==> src/rtl/seq_alu_ctrl_pkg.sv <==
// Shared encodings for the sequential ALU controller: opcodes, FSM states
// and the bit layout of the comparator output.
package seq_alu_pkg;

  typedef enum logic [2:0] {
    OP_ADD   = 3'd0,
    OP_SUB   = 3'd1,
    OP_ADC   = 3'd2,
    OP_AND   = 3'd3,
    OP_OR    = 3'd4,
    OP_XOR   = 3'd5,
    OP_SHL   = 3'd6,
    OP_PASSY = 3'd7
  } op_e;

  typedef enum logic [2:0] {
    ST_WAIT_X = 3'd0,
    ST_WAIT_Y = 3'd1,
    ST_READY  = 3'd2,
    ST_EXEC   = 3'd3,
    ST_DONE   = 3'd4
  } state_e;

  // CompOut = {lt, gt, eq}
  localparam int CMP_EQ = 0;
  localparam int CMP_GT = 1;
  localparam int CMP_LT = 2;

endpackage

==> src/rtl/seq_alu_ctrl_btn.sv <==
// Button conditioner: 2-FF synchroniser, counter debouncer and a one-cycle
// pulse on each debounced rising edge.
module btn_conditioner #(
  parameter int DEBOUNCE_CYCLES = 16
) (
  input  logic Clk,
  input  logic Rst_n,
  input  logic raw,
  output logic pulse
);

  localparam int CW = (DEBOUNCE_CYCLES > 2) ? $clog2(DEBOUNCE_CYCLES) : 1;
  localparam logic [CW-1:0] CNT_LAST = CW'(DEBOUNCE_CYCLES - 1);

  logic          sync1_q;
  logic          sync2_q;
  logic          level_q, level_d;
  logic          pulse_q, pulse_d;
  logic [CW-1:0] cnt_q, cnt_d;

  // The counter only runs while the synchronised input disagrees with the
  // debounced level; any agreement restarts the stability window.
  always_comb begin
    level_d = level_q;
    cnt_d   = '0;
    pulse_d = 1'b0;
    if (sync2_q != level_q) begin
      if (cnt_q == CNT_LAST) begin
        level_d = sync2_q;
        pulse_d = sync2_q;
      end else begin
        cnt_d = cnt_q + 1'b1;
      end
    end
  end

  always_ff @(posedge Clk or negedge Rst_n) begin
    if (!Rst_n) begin
      sync1_q <= 1'b0;
      sync2_q <= 1'b0;
      level_q <= 1'b0;
      pulse_q <= 1'b0;
      cnt_q   <= '0;
    end else begin
      sync1_q <= raw;
      sync2_q <= sync1_q;
      level_q <= level_d;
      pulse_q <= pulse_d;
      cnt_q   <= cnt_d;
    end
  end

  assign pulse = pulse_q;

endmodule

==> src/rtl/seq_alu_ctrl.sv <==
// Sequential ALU controller: operands loaded from one switch bank by
// debounced button presses, one of eight operations, accumulate chaining.
module seq_alu_ctrl
  import seq_alu_pkg::*;
#(
  parameter int WIDTH           = 8,
  parameter int DEBOUNCE_CYCLES = 16
) (
  input  logic             Clk,
  input  logic             Rst_n,
  input  logic [WIDTH-1:0] Sw,
  input  logic [2:0]       OpSel,
  input  logic             AccMode,
  input  logic             BtnLoad,
  input  logic             BtnExec,
  output logic [WIDTH:0]   Result,
  output logic [2:0]       CompOut,
  output logic             Valid,
  output logic [2:0]       State
);

  localparam int XW = WIDTH + 1;

  logic load_pulse;
  logic exec_pulse;

  btn_conditioner #(.DEBOUNCE_CYCLES(DEBOUNCE_CYCLES)) u_load (
    .Clk   (Clk),
    .Rst_n (Rst_n),
    .raw   (BtnLoad),
    .pulse (load_pulse)
  );

  btn_conditioner #(.DEBOUNCE_CYCLES(DEBOUNCE_CYCLES)) u_exec (
    .Clk   (Clk),
    .Rst_n (Rst_n),
    .raw   (BtnExec),
    .pulse (exec_pulse)
  );

  state_e           state_q, state_d;
  op_e              op_q, op_d;
  logic [WIDTH-1:0] opx_q, opx_d;
  logic [WIDTH-1:0] opy_q, opy_d;
  logic [WIDTH:0]   result_q, result_d;
  logic [2:0]       cmp_q, cmp_d;
  logic             valid_q, valid_d;

  logic [WIDTH:0]   x_ext;
  logic [WIDTH:0]   y_ext;
  logic [WIDTH:0]   alu_res;
  logic [2:0]       cmp_now;

  assign x_ext = {1'b0, opx_q};
  assign y_ext = {1'b0, opy_q};

  // The carry flag is Result's top bit; it only moves when EXEC writes Result.
  always_comb begin
    unique case (op_q)
      OP_ADD:   alu_res = x_ext + y_ext;
      OP_SUB:   alu_res = x_ext + {1'b0, ~opy_q} + XW'(1);
      OP_ADC:   alu_res = x_ext + y_ext + XW'(result_q[WIDTH]);
      OP_AND:   alu_res = {1'b0, opx_q & opy_q};
      OP_OR:    alu_res = {1'b0, opx_q | opy_q};
      OP_XOR:   alu_res = {1'b0, opx_q ^ opy_q};
      OP_SHL:   alu_res = {opx_q, 1'b0};
      OP_PASSY: alu_res = y_ext;
      default:  alu_res = '0;
    endcase
  end

  always_comb begin
    cmp_now         = '0;
    cmp_now[CMP_LT] = (opx_q < opy_q);
    cmp_now[CMP_GT] = (opx_q > opy_q);
    cmp_now[CMP_EQ] = (opx_q == opy_q);
  end

  // Load always takes priority over exec when both pulses coincide.
  always_comb begin
    state_d  = state_q;
    op_d     = op_q;
    opx_d    = opx_q;
    opy_d    = opy_q;
    result_d = result_q;
    cmp_d    = cmp_q;
    valid_d  = valid_q;
    unique case (state_q)
      ST_WAIT_X: begin
        if (load_pulse) begin
          opx_d   = Sw;
          state_d = ST_WAIT_Y;
        end
      end
      ST_WAIT_Y: begin
        if (load_pulse) begin
          opy_d   = Sw;
          state_d = ST_READY;
        end
      end
      ST_READY: begin
        if (load_pulse) begin
          opx_d   = Sw;
          state_d = ST_WAIT_Y;
        end else if (exec_pulse) begin
          op_d    = op_e'(OpSel);
          state_d = ST_EXEC;
        end
      end
      ST_EXEC: begin
        result_d = alu_res;
        cmp_d    = cmp_now;
        valid_d  = 1'b1;
        state_d  = ST_DONE;
      end
      ST_DONE: begin
        if (load_pulse) begin
          opx_d   = Sw;
          valid_d = 1'b0;
          state_d = ST_WAIT_Y;
        end else if (exec_pulse && AccMode) begin
          opx_d   = result_q[WIDTH-1:0];
          valid_d = 1'b0;
          state_d = ST_WAIT_Y;
        end
      end
      default: begin
        valid_d = 1'b0;
        state_d = ST_WAIT_X;
      end
    endcase
  end

  always_ff @(posedge Clk or negedge Rst_n) begin
    if (!Rst_n) begin
      state_q  <= ST_WAIT_X;
      op_q     <= OP_ADD;
      opx_q    <= '0;
      opy_q    <= '0;
      result_q <= '0;
      cmp_q    <= '0;
      valid_q  <= 1'b0;
    end else begin
      state_q  <= state_d;
      op_q     <= op_d;
      opx_q    <= opx_d;
      opy_q    <= opy_d;
      result_q <= result_d;
      cmp_q    <= cmp_d;
      valid_q  <= valid_d;
    end
  end

  assign Result  = result_q;
  assign CompOut = cmp_q;
  assign Valid   = valid_q;
  assign State   = state_q;

endmodule

==> config.mk <==
export PLATFORM = sky130hd
export DESIGN_NAME = seq_alu_ctrl
export DESIGN_NICKNAME = d
export VERILOG_FILES = /design/src/rtl/seq_alu_ctrl_pkg.sv /design/src/rtl/seq_alu_ctrl_btn.sv /design/src/rtl/seq_alu_ctrl.sv
export SDC_FILE = /design/constraint.sdc
export NUM_CORES = 1
export LEC_CHECK = 0
export BUFFER_PORTS_ARGS = -buffer_cell sky130_fd_sc_hd__clkbuf_2
export CAP_MARGIN = 10
export CORE_MARGIN = 2
export CORE_UTILIZATION = 38
export DETAILED_ROUTE_END_ITERATION = 12
export PLACE_DENSITY = 0.62
export SLEW_MARGIN = 20
export SYNTH_ARGS = -nofsm -noshare
export SYNTH_HDL_FRONTEND = slang
export SYNTH_SLANG_ARGS = --single-unit
==> constraint.sdc <==
create_clock -name Clk -period 3.6 [get_ports Clk]
set_clock_uncertainty 0.05 [all_clocks]
set_input_delay 0 -clock Clk [delete_from_list [all_inputs] [get_ports Clk]]
set_output_delay 0 -clock Clk [all_outputs]
set_load 0.05 [all_outputs]
# ---- After elaboration in Yosys (flattened, before gate mapping)
# Index checks and enable logic that the tools add are counted.
# W data, S select, Z words.
dict set report word_totals {
  ff_bits 51
  memories 0
  ramBits 0
  latch_bits 0
  rom_bits 0
  word_cells 88
  output_inout_bits 16
}
dict set report op_classes {
  shift 0
  n_addsub 6
  n_reduce_logical 13
  div_mod_pow 0
  n_eq_ne 21
  magnitude_cmp 2
  bitwise 6
  mux 23
  multipliers 0
}
# cell n
set ops {}
lappend ops {{$pmux W9 S8} 1}
lappend ops {{$mux W8} 3}
lappend ops {{$add A8 B8 Y9} 2}
lappend ops {{$mux W3} 6}
lappend ops {{$mux W4} 4}
lappend ops {{$pmux W8 S2} 1}
lappend ops {{$eq A3 B3 Y1 const B} 5}
lappend ops {{$pmux W3 S5} 1}
lappend ops {{$eq A3 B2 Y1 const B} 4}
lappend ops {{$add A9 B1 Y9} 1}
lappend ops {{$add A9 B1 Y9 const B} 1}
lappend ops {{$add A4 B1 Y4 const B} 2}
lappend ops {{$and A8 B8 Y8} 1}
lappend ops {{$eq A4 B4 Y1 const B} 2}
lappend ops {{$eq A8 B8 Y1} 1}
lappend ops {{$gt A8 B8 Y1} 1}
lappend ops {{$lt A8 B8 Y1} 1}
lappend ops {{$not A8 Y8} 1}
lappend ops {{$or A8 B8 Y8} 1}
lappend ops {{$reduce_and A2 Y1} 4}
lappend ops {{$xor A8 B8 Y8} 1}
lappend ops {{$eq A3 B1 Y1 const B} 2}
lappend ops {{$logic_not A3 Y1} 2}
lappend ops {{$mux W1} 6}
lappend ops {{other kinds (12)} 17}

# ---- Depth between registers and ports, before layout
# Gate-level depths: netlist of run 1.
dict set report logic_depth {
  depth_word 4
  ltp_mapped 10
  ltp_nobuf 10
}

# ---- Hierarchy
# Synthesis of run 1 repeated with hierarchy kept, for this count alone.
dict set report hier_totals {
  hier_cells 404
  area_unflattened_um2 3619.7
}
# mod instances area_per_inst_um2 cells_each seq_area_each_um2
set by_module_without_submodules {}
lappend by_module_without_submodules {seq_alu_ctrl 1 3014.1 364 875.8}
lappend by_module_without_submodules {btn_conditioner 2 302.8 20 200.2}

# ---- Worst setup path before layout of run 1
# No wires, ideal clock.
dict set report synth_path {
  path_type {register to register}
  startpoint {register opy_q[0]}
  endpoint {register result_q[7] (netlist: Result[7])}
  path_buffers 0
  arrival_time_ns 2.258
  slack_ns 1.158
  stages_incl_launch_ff 10
  setup_time_ns 0.134
  cell_sequence {dfrtp_1 > ha_1 > inv_1 > fa_1 > xnor2_1 > and3_1 > nand3_1 > or3_1 > a31oi_1 > a211oi_1}
}
dict set report synth_between {
  elab_chain_len 4
  word_cells_on_any_way 6
  cone_classes {add/sub (4); mux (1); bitwise (1)}
}
# item line
set synth_lines {}
lappend synth_lines {{from (decl)} seq_alu_ctrl.sv:44} ;# logic [WIDTH-1:0] opy_q, opy_d;
lappend synth_lines {{from (signal assigned)} seq_alu_ctrl.sv:147} ;# opy_q <= opy_d;
lappend synth_lines {{$not A8 Y8} seq_alu_ctrl.sv:61} ;# OP_SUB: alu_res = x_ext + {1'b0, ~opy_q} + XW'(1);
lappend synth_lines {{$add A8 B8 Y9} seq_alu_ctrl.sv:61}
lappend synth_lines {{$add A9 B1 Y9} seq_alu_ctrl.sv:61}
lappend synth_lines {{$pmux W9 S8 *} seq_alu_ctrl.sv:59} ;# unique case (op_q)
lappend synth_lines {{to (signal assigned)} seq_alu_ctrl.sv:148} ;# result_q <= result_d;
lappend synth_lines {{to (decl)} seq_alu_ctrl.sv:45} ;# logic [WIDTH:0] result_q, result_d;
# Mark *: on every way between the ends. The rest lies on a longest branch, timed or not.
# A chain may end at the register's enable or synchronous reset.

# ---- Worst setup path after layout of run 1
dict set report layout_path {
  startpoint {register opx_q[4]}
  endpoint {register result_q[8] (netlist: Result[8])}
}
dict set report layout_between {
  elab_chain_len 3
  word_cells_on_any_way 5
  cone_classes {add/sub (4); mux (1)}
}
# item line
set layout_lines {}
lappend layout_lines {{from (decl)} seq_alu_ctrl.sv:43} ;# logic [WIDTH-1:0] opx_q, opx_d;
lappend layout_lines {{from (signal assigned)} seq_alu_ctrl.sv:146} ;# opx_q <= opx_d;
lappend layout_lines {{$add A8 B8 Y9, on equally long branches} {seq_alu_ctrl.sv:60, seq_alu_ctrl.sv:62, seq_alu_ctrl.sv:61}}
lappend layout_lines {{$add A9 B1 Y9, on equally long branches} {seq_alu_ctrl.sv:62, seq_alu_ctrl.sv:61}}
lappend layout_lines {{$pmux W9 S8 *} seq_alu_ctrl.sv:59}
# Marked as above.

==> results of run 1 <==
==> worst register-to-register path: cells and delay by family (launching register included) <==
| kind | cells | cell delay (ns) |
|---|---|---|
| AO/OA/AOI/OAI | 3 | 0.66 |
| buffers and inverters | 1 | 0.06 |
| adder cells (fa/ha/maj) | 1 | 0.50 |
| XOR/XNOR | 1 | 0.27 |
| flip-flops | 1 | 0.44 |
| AND/OR/NAND/NOR | 3 | 0.65 |
==> state kept, by name (all words and copies together) (netlist names) <==
name	count
Valid	1
u_load.sync2_q	1
u_load.cnt_q	4
State	3
u_load.level_q	1
u_load.sync1_q	1
op_q	3
opx_q	8
u_load.pulse	1
u_exec.cnt_q	4
u_exec.sync2_q	1
Result	9
opy_q	8
CompOut	3
u_exec.pulse	1
u_exec.level_q	1
u_exec.sync1_q	1
==> what timing repair did <==
action	in CTS	in global routing
hold endpoints to repair	74	0
resized for setup	0	0
hold buffers	15	0
==> cells by family (layout without fill, tap and decap cells) <==
kind of cell,count (synthesis),in the layout,share of synthesized area
xor+xnor,20,20,0.0502
simple gates,120,120,0.174
flops,51,51,0.351
buf+inv,52,93,0.0588
fa+ha+maj,30,30,0.107
compound gates,99,99,0.182
mux,23,23,0.0764
==> area by class of cell <==
cell class | count | area [sq um] | share of cell area
Tap cell | 129 | 161 | 0.0388
Inverter | 31 | 116 | 0.0279
Clock inverter | 3 | 22.5 | 0.00541
Clock buffer | 5 | 68.8 | 0.0165
Sequential cell | 51 | 1280 | 0.306
Timing Repair Buffer | 54 | 365 | 0.0877
Multi-Input combinational cell | 292 | 2150 | 0.517
==> routing by layer <==
metal	wire (microns)	track usage
met2	4130	0.293
met1	4120	0.245
met4	45	0.0277
met5	0	0
met3	283	0.0205
==> path summary, 6_finish.rpt <==
path	endpoint	slack, ns
setup / recovery	Result[8]	0.91
min in group asynchronous	opx_q[5]	0.29
setup reg to reg	Result[8]	0.91
hold reg to reg	u_load.sync2_q	0.31
hold / removal	u_load.sync1_q	0.28
max in group asynchronous	Result[1]	2.76
==> cell usage after synthesis, drive strengths merged (8+ instances only) <==
cell    instances
a21oi          21
a31oi           8
buf            11
clkbuf         10
dfrtp          51
ha             28
inv            31
mux2            8
mux2i          12
nand2          40
nand3          10
nor2           23
nor2b           8
o21ai          31
xnor2          14
==> power groups by stage <==
stage	combinational [uW]	clock, uW	sequential [uW]
floorplan	52.7	0	600
global placement	84.9	0	603
detailed placement	85.4	0	604
CTS	98.8	372	592
global route	109	396	594
finish	97.5	357	592
==> through the flow <==
stage	utilization	cells	setup slack, ns
final	0.449	565	0.911
after global routing	0.449	565	0.710
after CTS	0.449	565	0.927
after detailed placement	0.423	542	0.947
after global placement	0.423	542	1.03
after floorplan	-	395	1.16
==> metrics, run 1 <==
status finished, final reports clean; Period minus WS final 2.69 ns; Max-slew headroom 0.549; via count 2,964; sequential share of power 0.566; Post-Route WL 8580 microns; Yosys reg bits 51; Critical Path RT 3.80 ns; clock-pin slew on the worst setup and hold paths 0.11 ns; Die ar. 10,400 sq um; most common cell after layout, fill and taps aside dfrtp_1; VDD IR-drop max 0.192 mV; Psw 277 uW; layout cells sized above 1 0.172; Critical Path Source Type flip-flop; # rows 35; CORE AREA 9280 sq um; initial antenna violation count 0; DRT Pass-1 Iters 4; EDFF count, synth 0; CP Class reg -> reg; P_leak 0.00179 uW; final hold slack 0.282 ns; WL per Instance 15.2 microns; final setup violating endpoints 0; Pwr Total 1050 uW; crit path cell chain inv_1 > ha_1 > a21oi_4 > o31ai_2 > o31ai_2 > xor2_1 > nor3_1 > or4_1 > nand3_1; # port buffers 31; hold path depth 2; final hold vios 0; total grt overflow 0; Yosys top cell by area dfrtp_1; commonest non-fill, non-tap cells in the layout dfrtp_1 (51), nand2_1 (39), inv_1 (31), clkbuf_2 (31), o21ai_0 (30); clock share of power 0.341; antenna fix cells 0; sequential share of the synthesized area 0.351; RSZ-0062 raised after global routing no; crit path launch opx_q[4]; vias per cell 5.25; switching share of power 0.265; Ys Warns 0; Post-CTS Setup Bufs 0; CP max stage cell ha_1; die width 102 microns; # Max-Cap Violations 0; crit-path max FO 11; synthesized area 3640 sq um; Yosys cell types 68; first-pass GRT wire length 14,100 microns; Async SR Flop Fraction 1.00; Layout area overhead 14.5%; combinational fraction of design power 0.093; hold wc startpoint BtnLoad; top post-synthesis cells by area dfrtp_1 (35%), ha_1 (9.6%), o21ai_0 (4.1%); highest clock rate 372 MHz; HP Class in -> reg; ratio of final minimum period to clock period 0.747; cell count along the critical path 9; Clock Sinks 51; IO Count 32; Syn Nets 441; Final #Nets 481; Initial Util 0.392; DRC Markers 0; worst slew pin tran 0.676 ns; P_int 769 uW; Final Cell Area 4160 sq um; top cell type's share of synthesized area 0.351; Power Density 251 nW/um^2; H-tree depth 2; post-route ant nets 0; Initial DRC Count 125; CTS tree yes; R2R depth 9; CTS root buf clkbuf_8; Post-Synthesis Cells 395; Clock Path Buffers 2; Crit path arrival time 2.89 ns; Buf/Inv on CP 1; reg2reg start opx_q[4]; DP Area 3920 sq um; fillers 928; Tot GR Track Use 0.173; largest net degree at the start of global routing 52; Clock Latency Late Sink 0.31 ns; CTS Buf Count 5; sum of negative setup slack 0 ns; Pins Over Slew Limit 0; max incr delay on CP 0.50 ns; HPWL Detailed 6110 microns; vias in the first global route 2,862; die height 102 microns; Mean Syn Cell Area 9.21 sq um; CP delay by family, top compound AO/OA/AOI/OAI gates; top_reg_cell synth dfrtp_1; CP dominant cell by count o31ai_2; CP Capture Type flip-flop; GP Congestion 0.885
No activity file was read; power rests on OpenSTA's default activity.
==> run 2: changes to the inputs <==
- ABC_AREA: not set -> 1
- clock period: 3.6 -> 2.7 ns (I/O delays scaled with it)
==> metrics, run 2 <==
CTS resizes 0 (unchanged); VDD IR-drop max 0.295 mV (+54%); most common cell in the synthesized netlist nand2_1; ratio of final minimum period to clock period 0.867 (+0.121); top cell type's share of synthesized area 0.349 (-0.00192); total grt overflow 0 (unchanged); cell count along the critical path 15 (+6); reg2reg start opy_q[0]; Final #Nets 572 (+19%); Initial Util 0.394 (+0.00216); sum of negative setup slack 0 ns (unchanged); top post-synthesis cells by area dfrtp_1 (35%), nand2_1 (11%), ha_1 (9.6%); final hold vios 0 (unchanged); DRC Markers 0 (unchanged); Buf/Inv on CP 2 (+1); fillers 970 (+4.5%); CP Class reg -> reg; status finished, final reports clean; R2R setup slack 0.36 ns (-0.55 ns); hold wc startpoint BtnExec; Critical Path Source Type flip-flop; top_reg_cell synth dfrtp_1; crit-path max FO 4 (-7); highest clock rate 427 MHz (+15%); worst slew pin tran 0.955 ns (+0.278 ns); largest net degree at the start of global routing 39 (-25%); Async SR Flop Fraction 1.00 (unchanged); RSZ-0062 raised after global routing no; synthesized area 3660 sq um (+0.55%); GP Congestion 0.938 (+6.0%); Crit path arrival time 2.50 ns (-0.39 ns); CP dominant cell by count nand3_1; CP Capture Type flip-flop; Ys Warns 0 (unchanged); Initial DRC Count 137 (+9.6%); H-tree depth 2 (unchanged); # Max-Cap Violations 0 (unchanged); # rows 35 (unchanged); max FFs per register 9 (unchanged); final setup violating endpoints 0 (unchanged); die width 102 microns (+0.27%); final hold slack 0.287 ns (+0.00551 ns); Clock Latency Late Sink 0.31 ns (about the same); area of the multi-input gates 2000 sq um (-7.1%); post-layout worst setup margin 0.358 ns (-0.553 ns); Clock Sinks 51 (unchanged); IO Count 32 (unchanged); Yosys cell types 43 (-37%); critical path endpoint Result[7]; first-pass GRT wire length 15,800 microns (+12%); Yosys reg bits 51 (unchanged); pre-CTS WS 0.392 ns (-0.555 ns); Critical Path RT 2.86 ns (-0.94 ns); Reg area 1280 sq um (unchanged); HP Class in -> reg; max incr delay on CP 0.44 ns (-0.06 ns); Die ar. 10,400 sq um (+0.53%); die height 102 microns (+0.27%); antenna fix cells 0 (unchanged); vias per cell 5.05 (-3.6%); Yosys top cell by area dfrtp_1; CTS Buf Count 5 (unchanged); Synth top cells by count nand2_1 (105), inv_1 (68), dfrtp_1 (51); sequential share of the synthesized area 0.349 (-0.00192); CP delay by family, top simple AND/OR/NAND/NOR gates; CTS root buf clkbuf_8; HPWL Detailed 7280 microns (+19%); commonest non-fill, non-tap cells in the layout nand2_1 (105), inv_1 (68), dfrtp_1 (51), nor2_1 (37), nand3_1 (32); WL per Instance 14.6 microns (-4.0%); layout cells sized above 1 0.148 (-0.0240); Power Density 353 nW/um^2 (+40%); Post-Synthesis Cells 481 (+22%); crit path cell chain ha_1 > inv_1 > fa_1 > inv_2 > nand2_4 > nand2_2 > nand3_2 > nand2_2 > nand3_2 > nor2_2 > nand3_1 > nand3_1 > nand3_1 > nand2_1 > nand2_1; Syn Nets 527 (+20%); CP max stage cell fa_1; Crit Reg-Reg Endpoint Result[7]; EDFF count, synth 0 (unchanged); clock-pin slew on the worst setup and hold paths 0.10 ns (about the same); initial antenna violation count 0 (unchanged); Pwr Total 1470 uW (+40%); Pins Over Slew Limit 0 (unchanged); Layout area overhead 13.7%; most common cell after layout, fill and taps aside nand2_1; vias in the first global route 3,179 (+11%); Period minus WS final 2.34 ns (-0.347 ns); # port buffers 31 (unchanged); DRT Pass-1 Iters 4 (unchanged); Clock Path Buffers 2 (unchanged); Post-Route WL 9570 microns (+11%); Tot GR Track Use 0.194 (+0.0205); Max-slew headroom 0.364 (-0.185); crit path launch opy_q[0]; post-route ant nets 0 (unchanged); final design utilization 0.448 (-0.000674); Mean Syn Cell Area 7.60 sq um (-17%); P_leak 0.00215 uW (+20%); via count 3,316 (+12%); R2R depth 15 (+6); CORE AREA 9280 sq um (unchanged); CTS tree yes
==> run 2: cell types whose count changed after synthesis, moves of 11 or more <==
| cell | before | now |
|---|---|---|
| nor2_1 | 23 | 37 |
| mux2i_1 | 12 | 0 |
| inv_1 | 31 | 68 |
| nand2_1 | 39 | 105 |
| nand3_1 | 10 | 32 |
| o21ai_1 | 1 | 12 |
==> run 2: timing repair <==
item / CTS / global route
endpoints found under the hold margin: 59 / 0
setup buffers: 0 / 0
hold buffers: 15 / 0
==> run 2: kinds of logic (layout without fill, tap and decap cells) <==
logic type      count (synthesis)  count (layout)  synth area share
fa+ha+maj                      30              30             0.107
flops                          51              51             0.349
simple gates                  209             209             0.272
compound gates                 95              95             0.154
buf+inv                        90             136             0.104
xor+xnor                        6               6            0.0144
==> run 2: worst min-delay path by stage <==
stage	slack [ns]	end	cells after the start
after global placement	0.06	u_exec.sync1_q	1
after floorplan	-0.35	CompOut[0]	0
after detailed placement	0.06	u_load.sync1_q	1
final	0.29	u_exec.sync1_q	2
after global routing	0.28	u_load.sync1_q	2
after CTS	0.28	u_exec.sync1_q	2
==> run 2: layout make-up <==
cell class | instances | share of cell area
Inverter | 80 | 0.0740
Sequential cell | 51 | 0.307
Timing Repair Buffer | 48 | 0.0770
Clock inverter | 3 | 0.00542
Tap cell | 129 | 0.0388
Multi-Input combinational cell | 340 | 0.481
Clock buffer | 5 | 0.0166
==> run 2: metrics by stage <==
stage	cell area, sq um	instances
after floorplan	3660	481
after global placement	3920	633
after detailed placement	3920	633
after CTS	4160	656
after global routing	4160	656
final	4160	656
==> run 2: report_power, final <==
group	switching, uW	leakage, uW	internal, uW
clock	279	0.0000489	188
sequential	13.4	0.000619	779
combinational	128	0.00148	79.0
total	420	0.00215	1050
==> run 2: per-layer routing <==
layer | wire (microns) | GRT usage | share of wire
met3 | 605 | 0.0308 | 0.063
met4 | 184 | 0.0492 | 0.019
met2 | 4460 | 0.319 | 0.47
met5 | 0 | 0 | 0
met1 | 4320 | 0.268 | 0.45
